**src/rtl/add_sub_serial_unit.sv**
```systemverilog
// add_sub_serial_unit: chunk-serial add/subtract with saturation and status flags.
// Ports: clk, rst (async, active-high); in_valid/in_ready accept a, b, sub, signed_mode, sat_en;
// out_valid/out_ready hand off result plus carry_out, signed_overflow, unsigned_overflow,
// zero_flag, negative_flag, saturated; sticky_ovf accumulates overflows until clr_sticky.
module add_sub_serial_unit #(
  parameter int WIDTH = 32,
  parameter int CHUNK = 8
) (
  input  logic             clk,
  input  logic             rst,
  input  logic             in_valid,
  output logic             in_ready,
  input  logic [WIDTH-1:0] a,
  input  logic [WIDTH-1:0] b,
  input  logic             sub,
  input  logic             signed_mode,
  input  logic             sat_en,
  input  logic             clr_sticky,
  output logic             out_valid,
  input  logic             out_ready,
  output logic [WIDTH-1:0] result,
  output logic             carry_out,
  output logic             signed_overflow,
  output logic             unsigned_overflow,
  output logic             zero_flag,
  output logic             negative_flag,
  output logic             saturated,
  output logic             sticky_ovf
);
  localparam int NCHUNK = WIDTH / CHUNK;
  localparam int IW = NCHUNK > 1 ? $clog2(NCHUNK) : 1;
  localparam logic [1:0] IDLE = 2'd0, RUN = 2'd1, DONE = 2'd2;
  logic [1:0] st;
  logic [WIDTH-1:0] a_r, b_r, raw, sat_val, fin;
  logic [IW-1:0] idx;
  logic [CHUNK:0] csum;
  logic c_r, sub_r, sm_r, se_r, last, co, uovf, sovf, ovf, sat;
  assign in_ready = st == IDLE;
  assign out_valid = st == DONE;
  // raw is the accumulated result with the current chunk merged in; only the
  // last RUN cycle's view of it is the complete raw sum used for the flags.
  always_comb begin
    csum = {1'b0, a_r[idx*CHUNK +: CHUNK]} + {1'b0, b_r[idx*CHUNK +: CHUNK]} + {{CHUNK{1'b0}}, c_r};
    raw = result;
    raw[idx*CHUNK +: CHUNK] = csum[CHUNK-1:0];
    last = idx == IW'(NCHUNK - 1);
    co = csum[CHUNK];
    uovf = sub_r ? ~co : co;
    sovf = (a_r[WIDTH-1] == b_r[WIDTH-1]) && (raw[WIDTH-1] != a_r[WIDTH-1]);
    ovf = sm_r ? sovf : uovf;
    sat = se_r && ovf;
    sat_val = sm_r ? {a_r[WIDTH-1], {(WIDTH-1){~a_r[WIDTH-1]}}} : {WIDTH{~sub_r}};
    fin = sat ? sat_val : raw;
  end
  always_ff @(posedge clk or posedge rst) begin
    if (rst) begin
      st <= IDLE;
      a_r <= '0;
      b_r <= '0;
      c_r <= 1'b0;
      sub_r <= 1'b0;
      sm_r <= 1'b0;
      se_r <= 1'b0;
      idx <= '0;
      result <= '0;
      carry_out <= 1'b0;
      signed_overflow <= 1'b0;
      unsigned_overflow <= 1'b0;
      zero_flag <= 1'b0;
      negative_flag <= 1'b0;
      saturated <= 1'b0;
      sticky_ovf <= 1'b0;
    end else begin
      if (st == IDLE && in_valid) begin
        a_r <= a;
        b_r <= sub ? ~b : b;
        c_r <= sub;
        sub_r <= sub;
        sm_r <= signed_mode;
        se_r <= sat_en;
        idx <= '0;
        st <= RUN;
      end else if (st == RUN) begin
        c_r <= co;
        idx <= idx + 1'b1;
        result <= last ? fin : raw;
        if (last) begin
          st <= DONE;
          carry_out <= co;
          signed_overflow <= sovf;
          unsigned_overflow <= uovf;
          zero_flag <= fin == '0;
          negative_flag <= fin[WIDTH-1];
          saturated <= sat;
        end
      end else if (st == DONE && out_ready) begin
        st <= IDLE;
      end
      // a completing overflow wins over a simultaneous clear
      sticky_ovf <= (st == RUN && last && ovf) || (sticky_ovf && !clr_sticky);
    end
  end
endmodule

```
**config.mk**
```make
export PLATFORM = sky130hd
export DESIGN_NAME = add_sub_serial_unit
export DESIGN_NICKNAME = d
export VERILOG_FILES = /design/src/rtl/add_sub_serial_unit.sv
export SDC_FILE = /design/constraint.sdc
export NUM_CORES = 1
export LEC_CHECK = 0
export CAP_MARGIN = 20
export CELL_PAD_IN_SITES_DETAIL_PLACEMENT = 1
export CELL_PAD_IN_SITES_GLOBAL_PLACEMENT = 1
export CORE_UTILIZATION = 49
export CTS_BUF_LIST = sky130_fd_sc_hd__clkbuf_16
export DETAILED_ROUTE_END_ITERATION = 10
export DONT_BUFFER_PORTS = 1
export GPL_ROUTABILITY_DRIVEN = 0
export HOLD_SLACK_MARGIN = 0.15
export PLACE_DENSITY_LB_ADDON = 0.1
export SYNTH_ARGS = -nofsm -noshare
export SYNTH_HDL_FRONTEND = slang
export SYNTH_SLANG_ARGS = --single-unit
```
**constraint.sdc**
```tcl
create_clock -name clk -period 5.3 [get_ports clk]
set_input_delay 1.06 -clock clk [delete_from_list [all_inputs] [get_ports clk]]
set_output_delay 1.06 -clock clk [all_outputs]
set_load 0.03 [all_outputs]
```
==> flow_summary.yaml <==
clock_tree:
  cts_inserted_buffers: 9
  post_cts_buffers: 0
  cts.sinks: 111
  holdBufCountCts: 0
  cts_resized: 0
  clk_path_buf_depth: 2
  htree_num_levels: 3
  clk_pin_slew_ns: 0.08
  insertion_delay_ns: 0.36
  cts_tree: "built"
  root_buffer: "clkbuf_16"
yosys:
  synth-seq-cells: 111
  synth_area_um2: 5949
  synth_cells: 573
  yosys.cell_count.top_type: "dfrtp_1"
  synth-edff-count: 0
  yosys.area.top_type: "dfrtp_1"
  synth-xor-area-share: 0.05447
  synth_compound_area_frac: 0.1678
  synth_top_area_share: 0.4669
  yosys.area_share.simple: 0.1159
  synth_nets: 659
  synth_ff_type: "dfrtp_1"
  yosys-top-cells-area: "dfrtp_1 47%, mux2_2 6.6%, mux4_2 6.1%"
  synth_fa_ha_area_frac: 0.03197
  yosys_warnings: 0
  ys_seq_area_frac: 0.4669
  postSynthAreaPerCell_um2: 10.38
  synth_top_family_by_area: "compound AO/OA/AOI/OAI gates"
  synth_cell_type_count: 59
  ys_top_cells_by_count: "111 x dfrtp_1, 63 x a21oi_1, 63 x nor2_1, 36 x nand2_1"
  async_reset_ff_frac: 1.000
  synthMuxAreaShare: 0.1268
timing:
  finClkSkew_ns: 0.007872
  max_slew_margin: 0.2874
  fin_crit_sh: 0.7651
  finalHoldViolCount: 0
  clock.fmax_ghz: 0.2466
  fin_tns_setup_ns: 0
  slew_viol_final: 0
  period_minus_slack_ns: 4.055
  tightest_slew_ns: 1.069
  setup_viol: 0
  rsz0062_at_grt: "no"
die:
  die_width_um: 112.2
  ios: 113
  dieArea_um2: 12590
  die_h_um: 112.2
  fp-row-count: 39
  initial_core_util: 0.5123
  core_area_um2: 11610
finish:
  final_core_util: 0.5555
  drive_above_1_share: 0.1549
  syn2layout_area_growth_pct: 8.433
  finalNetCount: 649
  fill_cells: 1263
  post-route-cell-area_um2: 6451
  antenna_cells: 0
  stdcell_count: 711
drt:
  wl_met1_mm: 6.437
  wl_mm: 15.68
  route.met3.wl_um: 839
  via_per_inst: 6.280
  met2RoutedLength_mm: 7.927
  drt_iter0_drc: 209
  antenna_left: 0
  wl_per_cell_um: 22.06
  drc: 6
  dr_total_vias: 4465
  drt-pass1-iter-count: 7
  top_layer_used: "met4"
critical_path:
  cp-start-kind: "register"
  crit_chain: "mux4_2, fa_1, inv_1, fa_1, nand2b_1, a21oi_1, o211ai_1, a21oi_1, nor3_2, o311ai_2, buf_4, and3_1, a221o_1"
  critPathCaptureType: "register"
  crit_fanout: 15
  worst-setup-path-type: "register to register"
  critPathRequiredTime_ns: 5.54
  slowest_delay_ns: 0.75
  crit_family: "compound AO/OA/AOI/OAI gates"
  cp_slowest_cell: "dfrtp_1"
  crit_arrival_ns: 4.30
  worst-path-buf-inv: 2
worst_hold_path:
  hp-class: "register to register"
placement:
  dp_hpwl_mm: 11.52
  port_buffers: 0
  placed_cell_area_um2: 6098
  dp.cells: 693
status:
  violations: "design-rule violations"
  status: "finished with violations"
global_route:
  antenna_found_initial: 0
  grt_pass1_vias: 4695
  grt_first_pass_wirelength_mm: 25.31
  grt_use_total: 0.2647
  grt_max_degree: 104
  grt_overflow_total: 0
flow_run:
  cap_violations: 0
-- cells by family after synthesis --
| kind of cell | count (synthesis) |
|---|---|
| AO/OA/AOI/OAI | 159 |
| XOR/XNOR | 37 |
| adder cells (fa/ha/maj) | 14 |
| buffers and inverters | 56 |
| flip-flops | 111 |
| multiplexers | 51 |
| AND/OR/NAND/NOR | 145 |
-- sequential cells by signal, indices dropped and copies added, names as in the netlist, 2 cells and up --
signal and count:
a_r 32, b_r 32, result 32, idx 2, st 2
-- metrics by stage --
stage,setup WS [ns],hold slack (ns)
after floorplan,0.9396,0.4752
after global placement,1.433,0.4869
after detailed placement,1.256,0.4949
after CTS,1.240,0.5120
after global routing,0.9337,0.5305
final,1.245,0.5084
-- worst reg2reg max path, stage by stage (launching register included) --
cell      delay, ns
dfrtp_1        0.75
mux4_2         0.45
fa_1           0.45
inv_1          0.09
fa_1           0.19
nand2b_1       0.14
a21oi_1        0.10
o211ai_1       0.26
a21oi_1        0.17
nor3_2         0.42
o311ai_2       0.17
buf_4          0.21
and3_1         0.20
a221o_1        0.34
-- cell usage in the layout (no fill, tap or decap), types with 3 or more instances in the layout --
cell type	netlist	final
o21a_1	5	5
o31ai_1	4	4
mux2_2	35	35
o22a_1	3	3
o21ai_0	30	30
nor4_1	4	4
a211oi_1	5	5
a22oi_1	8	8
nor4bb_1	3	3
mux4_2	16	16
o22ai_1	7	7
nand2_1	36	36
nor3_1	8	8
o21bai_1	3	3
a21o_1	3	3
clkbuf_16	0	9
dfrtp_1	111	111
nor2_1	63	63
xnor2_1	35	35
o211ai_1	4	4
ha_1	12	12
inv_1	22	22
o2bb2ai_1	3	3
and2_1	3	3
nor2b_1	5	5
buf_4	1	10
a31oi_1	3	3
a21oi_1	63	63
nand3_1	6	6
-- metal layers --
metal / track usage / up-vias
li1: - / 2036
met1: 0.3300 / 2262
met2: 0.4493 / 137
met3: 0.04644 / 30
met4: 0.1253 / 0
met5: 0 / -
-- path summary, 6_finish.rpt --
check	from	end	slack [ns]	cells after the start
min in group asynchronous	rst	result[0]	0.62	1
max in group asynchronous	rst	b_r[31]	3.67	3
max reg2reg	idx[1]	result[2]	1.24	13
min reg2reg	a_r[16]	a_r[16]	0.51	1
min	a_r[16]	a_r[16]	0.51	1
max	idx[1]	result[2]	1.24	13
-- final cells by class --
cell class | count | area (um2) | area share
clock inverters | 7 | 95.09 | 0.01474
repair buffers | 13 | 127.6 | 0.01978
well taps | 143 | 178.9 | 0.02773
clock buffers | 9 | 225.2 | 0.03491
flip-flops and latches | 111 | 2778 | 0.4306
inverters | 22 | 85.08 | 0.01319
multi-input cells | 406 | 2962 | 0.4591
Power is left out: the tool's default activity adds up to more than one toggle a clock period on the data nets, which glitch-free logic cannot reach.
